===== config.mk =====
export PLATFORM = sky130hd
export DESIGN_NAME = dual_rail_receiver
export DESIGN_NICKNAME = d
export VERILOG_FILES = /design/src/rtl/dual_rail_receiver.sv
export SDC_FILE = /design/constraint.sdc
export NUM_CORES = 1
export LEC_CHECK = 0
export CAP_MARGIN = 40
export CORE_MARGIN = 4
export CORE_UTILIZATION = 50
export CTS_CLUSTER_DIAMETER = 200
export DETAILED_ROUTE_END_ITERATION = 12
export PLACE_DENSITY = 0.81
export SLEW_MARGIN = 10
export SYNTH_ARGS = -nofsm -noshare
export SYNTH_HDL_FRONTEND = slang
export SYNTH_SLANG_ARGS = --single-unit

===== constraint.sdc =====
create_clock -name CLK -period 3.15 [get_ports CLK]
set_clock_uncertainty 0.05 [all_clocks]
set_input_delay 0.315 -clock CLK [delete_from_list [all_inputs] [get_ports CLK]]
set_output_delay 0.315 -clock CLK [all_outputs]
set_load 0.05 [all_outputs]

===== src/rtl/dual_rail_receiver.sv =====
// Precharged dual-rail word receiver: checks NULL/VALID alternation,
// captures each VALID word to single-rail and flags protocol faults.
module dual_rail_receiver #(
    parameter int WIDTH = 8
) (
    input  logic             CLK,
    input  logic             reset_1,
    input  logic [WIDTH-1:0] D_t,
    input  logic [WIDTH-1:0] D_f,
    input  logic             rx_en,
    input  logic             clear_fault,
    output logic [WIDTH-1:0] data_out,
    output logic             data_valid,
    output logic             fault,
    output logic [1:0]       fault_code,
    output logic [15:0]      word_count
);

    typedef enum logic [1:0] {
        IDLE      = 2'd0,
        WAIT_PRE  = 2'd1,
        WAIT_EVAL = 2'd2,
        ERROR     = 2'd3
    } state_t;

    localparam logic [1:0] CODE_NONE = 2'b00;
    localparam logic [1:0] CODE_ILL  = 2'b01;
    localparam logic [1:0] CODE_PRE  = 2'b10;
    localparam logic [1:0] CODE_MIX  = 2'b11;

    state_t           state_q, state_d;
    logic             first_q, first_d;
    logic [WIDTH-1:0] data_q, data_d;
    logic             valid_q, valid_d;
    logic             fault_q, fault_d;
    logic [1:0]       code_q, code_d;
    logic [15:0]      cnt_q, cnt_d;

    logic is_ill, is_nul, is_vld;

    // Word classification; ILLEGAL wins over everything else.
    assign is_ill = |(D_t & D_f);
    assign is_nul = ~is_ill & ~|(D_t | D_f);
    assign is_vld = ~is_ill & (&(D_t ^ D_f));

    always_comb begin
        state_d = state_q;
        first_d = first_q;
        data_d  = data_q;
        valid_d = 1'b0;
        fault_d = fault_q;
        code_d  = code_q;
        cnt_d   = cnt_q;
        unique case (state_q)
            IDLE: begin
                if (rx_en) begin
                    state_d = WAIT_PRE;
                    first_d = 1'b1;
                end
            end
            WAIT_PRE: begin
                if (!rx_en) begin
                    state_d = IDLE;
                end else if (is_ill) begin
                    state_d = ERROR;
                    fault_d = 1'b1;
                    code_d  = CODE_ILL;
                end else if (is_nul) begin
                    state_d = WAIT_EVAL;
                    first_d = 1'b0;
                end else if (is_vld && !first_q) begin
                    state_d = ERROR;
                    fault_d = 1'b1;
                    code_d  = CODE_PRE;
                end
            end
            WAIT_EVAL: begin
                if (!rx_en) begin
                    state_d = IDLE;
                end else if (is_ill) begin
                    state_d = ERROR;
                    fault_d = 1'b1;
                    code_d  = CODE_ILL;
                end else if (is_vld) begin
                    state_d = WAIT_PRE;
                    data_d  = D_t;
                    valid_d = 1'b1;
                    if (cnt_q != 16'hFFFF)
                        cnt_d = cnt_q + 16'd1;
                end else if (!is_nul) begin
                    state_d = ERROR;
                    fault_d = 1'b1;
                    code_d  = CODE_MIX;
                end
            end
            ERROR: begin
                if (clear_fault) begin
                    state_d = IDLE;
                    fault_d = 1'b0;
                    code_d  = CODE_NONE;
                end
            end
            default: state_d = IDLE;
        endcase
    end

    always_ff @(posedge CLK) begin
        if (reset_1) begin
            state_q <= IDLE;
            first_q <= 1'b1;
            data_q  <= '0;
            valid_q <= 1'b0;
            fault_q <= 1'b0;
            code_q  <= CODE_NONE;
            cnt_q   <= '0;
        end else begin
            state_q <= state_d;
            first_q <= first_d;
            data_q  <= data_d;
            valid_q <= valid_d;
            fault_q <= fault_d;
            code_q  <= code_d;
            cnt_q   <= cnt_d;
        end
    end

    assign data_out   = data_q;
    assign data_valid = valid_q;
    assign fault      = fault_q;
    assign fault_code = code_q;
    assign word_count = cnt_q;

endmodule


Word level (Yosys, flattened, before mapping) --
Cells that the tools add are included.
Storage, ports and cells: input port bits 20, memories kept 0, memory bits (writable) 0, bits in latches 0, bits in registers 31, output and inout port bits 28, ROM bits 0
Cells by class: bitwise logic cells 8, mux-type cells 35, shift-type cells 0, reductions and logical operators 15, divide/modulo/power cells 0, add/subtract/negate cells 1, eq/ne operators 16, multipliers 0, order comparisons 0
Operator list (number):
- 2-to-1 mux 2 bit | 17
- adder 16 x 1 -> 16 bit, second input constant | 1
- != test 16 bit, second input constant | 1
- AND reduction 8 bit | 2
- OR reduction 8 bit | 2
- 2-to-1 mux 1 bit | 14
- != test 2 bit, second input constant | 6
- != test 3 bit, second input constant | 4
- OR reduction 11 bit | 1
- != test 5 bit, second input constant | 2
- AND reduction 5 bit | 2
- AND 8 bit | 1
- bitwise OR 8 bit | 1
- case mux 2 bit (4 select lines) | 1
- AND reduction 4 bit | 2
- bitwise XOR 8 bit | 1
- case mux 2 bit (3 select lines) | 1
- equality test 2 bit, second input constant | 2
- NOT 1 bit | 3
- case mux 1 bit (3 select lines) | 1
- nonzero test 3 bit | 1
- AND 1 bit | 2
- equality test 2 x 1 -> 1 bit, second input constant | 1
- logical NOT 1 bit | 2
- other kinds (4) | 4

Logic depth before layout (Yosys ltp) --
word-level depth 10, gate-level depth with buffers 8

Worst setup path before layout --
Ideal clock, no wire load.
path type flip-flop to flip-flop, from reg cnt_q[0] (netlist: word_count[0]), to reg cnt_q[12] (netlist: word_count[12]), slack 0.911 ns, arrival time 2.119 ns, cell stages (with the launch flop) 7, library setup time 0.070 ns, clock period less this slack 2.239 ns, cells stage by stage dfxtp_1 > ha_1 > nand3_1 > nor3_1 > nand4_1 > or3_1 > a21oi_1
On the way: cells in the longest elaborated chain, start to end 2, elaborated cells between the ends (all ways) 3
RTL lines:
- start, declared | RTL line 37 | logic [15:0] cnt_q, cnt_d;
- start signal, assigned | RTL line 123 | cnt_q <= cnt_d;
- parallel branches: the longest is 2 deep, another holds adder 16 x 1 -> 16 bit
Parallel ways; which one is timed is not known. A chain may end at the register's enable or synchronous reset.

Worst setup path after layout --
from in D_t[1], to reg cnt_q[8] (netlist: word_count[8])
On the way: cells in the longest elaborated chain, start to end 5, elaborated cells between the ends (all ways) 7
RTL lines:
- start, declared | RTL line 8 | input logic [WIDTH-1:0] D_t,
- AND 8 bit | RTL line 42 | assign is_ill = |(D_t & D_f);
- OR reduction 8 bit | RTL line 42
- NOT 1 bit (no source line)
- AND 1 bit | RTL line 44 | assign is_vld = ~is_ill & (&(D_t ^ D_f));
- AND reduction 5 bit (no source line) (*)
Mark *: on every way between the ends. The rest lies on a longest branch, timed or not.

==> qor_table.md <==
| Metric | This run | Unit |
|:---|:---|:---|
| Final routed DRC violation total | 0 | - |
| Maximum buffer depth of the clock tree | 2 | - |
| Overall die width | 69.8 | um |
| Primary FF master, synth | sky130_fd_sc_hd__dfxtp_1 | - |
| DRT antenna net count | 0 | - |
| Slew of the pin with the lowest slew margin | 0.534 | ns |
| Remaining global-route overflow | 0 | - |
| Number of global-route vias before repair | 1711 | - |
| Overall die height | 69.8 | um |
| Hold Path Sink | data_out[0]$_SDFFE_PP0P_ | - |
| Type of destination of the critical path | flop | - |
| Synthesized flop and latch total | 31 | - |
| Largest stage delay, worst path | 0.44 | ns |
| Fraction of layout cells with a size suffix above 1 | 0.0612 | - |
| Number of I/O pins | 48 | - |
| Aggregate negative setup slack | 0 | ns |
| Starting DRT DRC Count | 100 | - |
| Row Count | 22 | - |
| Maximum level of the CTS H-tree | 2 | - |
| Hold path startpoint | data_out[0]$_SDFFE_PP0P_ | - |
| Worst hold path depth | 2 | - |
| Worst reg2reg path startpoint | word_count[1]$_SDFFE_PP0P_ | - |
| Combined area of all synthesized cells | 1910 | um2 |
| Max-slew headroom at the worst pin | 0.643 | - |
| Average cell area after synthesis | 8.34 | um2 |
| Clock slew at the register clock pins of the worst setup and hold paths | 0.06 | ns |
| Floorplan die area | 4870 | um2 |
| Power per cell area | 329 | nW/um2 |
| Arrival @ worst endpoint | 2.63 | ns |
| Leakage power | 0.936 | nW |
| Reg2reg path depth | 6 | - |
| Max stage delay cell, worst path | sky130_fd_sc_hd__clkdlybuf4s50_1 | - |
| Worst Setup Path Type | in -> reg | - |
| Master cell of the clock root buffer | sky130_fd_sc_hd__clkbuf_8 | - |
| Portion of the clock cycle consumed by the worst path in the final layout | 0.797 | - |
| Number of flops mapped to enable cells by yosys | 0 | - |
| Total number of clock tree sinks | 31 | - |
| Max Freq | 398 | MHz |
| Critical Path Source Type | primary input | - |
| FFs w/ async S/R, synth | 0 | - |
| Router iterations before antenna repair | 4 | - |
| Yosys warnings | 0 | - |
| Wire length of the first global-routing pass | 7680 | um |
| Unrepaired setup endpoints after global routing | false | - |
| Setup slack, reg-to-reg | 1.00 | ns |
| Final worst hold slack | 0.405 | ns |
| Routability-driven placement congestion ratio | 0.834 | - |
| Maximum net fanout on the critical path | 14 | - |
| CORE AREA | 3690 | um2 |
| Number of antenna violations at the first check in global routing | 0 | - |
| Sequential-to-total area share from yosys stat | 0.325 | - |
| Total GRT Usage | 0.188 | - |
| Latest clock arrival within the worst-skew pair | 0.28 | ns |
| Worst flop-to-flop path endpoint | word_count[12]$_SDFFE_PP0P_ | - |
| Endpoints failing setup | 0 | - |
| Post-layout min period | 2.51 | ns |
| Total detailed-routing wirelength | 4390 | um |
| Pin count of the biggest net entering global routing | 22 | - |
| Number of distinct library cells after synthesis | 44 | - |
| CTS tree | yes | - |
| Area added between synthesis and finish | 30.9 | % |
| Buffers inserted by post-CTS timing repair | 0 | - |
| Vias | 1814 | - |
| Sum of net half-perimeters after detailed placement | 3320 | um |
| Count of final hold-check violations | 0 | - |
| Maximum vdd ir drop | 295 | uV |
| Vias per inst | 5.56 | - |
| Number of diodes | 0 | - |
| Number of cells upsized or downsized after cts | 0 | - |
| Number of pins exceeding their max-slew limit in the final report | 0 | - |
| Average routed wire per standard cell | 13.5 | um |
| Inserted Clock Buffers | 5 | - |
| Syn Inst Count | 229 | - |
| Quantity of I/O buffers inserted on ports | 47 | - |
| Net count after synthesis | 266 | - |
| Run status | complete, no violations | - |
| Critical-path cell list | clkdlybuf4s50_1 -> ha_1 -> nor4_4 -> and4_4 -> nand2_4 -> nor4_1 -> mux2_1 | - |
| Starting density of the core | 0.518 | - |
| Final net count | 314 | - |
| WP data required | 3.27 | ns |
| Post-CTS Hold Fix Bufs | 0 | - |
| Leading cell type in the layout, fill and taps excluded | sky130_fd_sc_hd__clkdlybuf4s50_1 | - |
| Maximum Capacitance Violations | 0 | - |
| Commonest cells after routing, fill and taps aside | sky130_fd_sc_hd__clkdlybuf4s50_1, sky130_fd_sc_hd__dfxtp_1, sky130_fd_sc_hd__nand2_1, sky130_fd_sc_hd__inv_1, sky130_fd_sc_hd__a21oi_1 | - |
| Type of the tightest min-delay check | reg -> reg | - |
flip-flops by register name (all words and copies together), names as in the netlist:
name        cells
data_out        8
data_valid      1
fault           1
fault_code      2
first_q         1
state_q         2
word_count     16
synth_stat cells, drive strengths merged (2+ instances only):
cell,count,area share
clkbuf,5,0.0098
buf,2,0.0052
nand3,10,0.026
and4,6,0.029
nor3,3,0.0079
nand2,29,0.061
o41ai,2,0.0092
o31ai,4,0.016
dfxtp,31,0.32
ha,17,0.11
a21oi,19,0.050
a211oi,2,0.010
mux2,4,0.024
or3,2,0.0065
o21ai,8,0.021
or4,6,0.024
nand2b,2,0.0065
nor2b,6,0.020
mux2i,3,0.016
nor2,16,0.033
nand4,8,0.029
inv,21,0.041
a211o,3,0.014
nor4,6,0.039
xnor2,2,0.0092
worst max path at each step:
stage	slack (ns)	depth (start not counted)	from	to
floorplan	0.91	6	word_count[0]$_SDFFE_PP0P_	word_count[12]$_SDFFE_PP0P_
global placement	0.42	7	D_t[1]	fault_code[1]$_SDFFE_PP0P_
detailed placement	0.38	7	D_t[1]	word_count[8]$_SDFFE_PP0P_
CTS	0.68	7	D_t[1]	word_count[8]$_SDFFE_PP0P_
global route	0.45	7	D_t[0]	fault_code[1]$_SDFFE_PP0P_
finish	0.64	7	D_t[1]	word_count[8]$_SDFFE_PP0P_
power breakdown:
part	switching [mW]	total [mW]	internal (mW)	leakage, nW
sequential	0.00721	0.406	0.398	0.250
clock	0.144	0.299	0.155	0.0422
combinational	0.0640	0.119	0.0549	0.643
total	0.215	0.823	0.608	0.936
per-stage QoR:
stage	utilization	instance area (um2)	total power [mW]	cells	setup slack [ns]
after global placement	0.656	2420	0.530	318	0.425
final	0.678	2500	0.823	326	0.639
after global routing	0.678	2500	0.857	326	0.452
after floorplan	-	1910	0.483	229	0.911
after CTS	0.678	2500	0.826	326	0.676
after detailed placement	0.656	2420	0.533	318	0.379
layout make-up:
class | instances | area, um2
Tap cell | 48 | 60.1
Clock buffer | 7 | 76.3
Inverter | 21 | 78.8
Fill cell | 335 | 1190
Sequential cell | 31 | 621
Multi-Input combinational cell | 170 | 1180
Clock inverter | 1 | 5.00
Timing Repair Buffer | 48 | 478
worst max-delay path, delay by kind of cell:
family / cells / cell delay [ns]
mux: 1 / 0.37
buf+inv: 1 / 0.44
fa+ha+maj: 1 / 0.26
simple gates: 4 / 1.25
cell families (layout without fill, tap and decap cells):
| group | Yosys count | count (layout) | share of synthesized area |
|---|---|---|---|
| multiplexers | 7 | 7 | 0.0393 |
| XOR/XNOR | 3 | 3 | 0.0138 |
| flip-flops | 31 | 31 | 0.325 |
| AND/OR/NAND/NOR | 99 | 99 | 0.302 |
| AO/OA/AOI/OAI | 44 | 44 | 0.153 |
| adder cells (fa/ha/maj) | 17 | 17 | 0.111 |
| buffers and inverters | 28 | 77 | 0.0563 |
per-layer routing:
| metal | global-route usage | routed length, um |
|---|---|---|
| met1 | 0.245 | 2030 |
| met2 | 0.299 | 2040 |
| met3 | 0.0493 | 237 |
| met4 | 0.0681 | 75 |
| met5 | 0 | 0 |
Note: power is estimated with default switching activity, not from simulation.
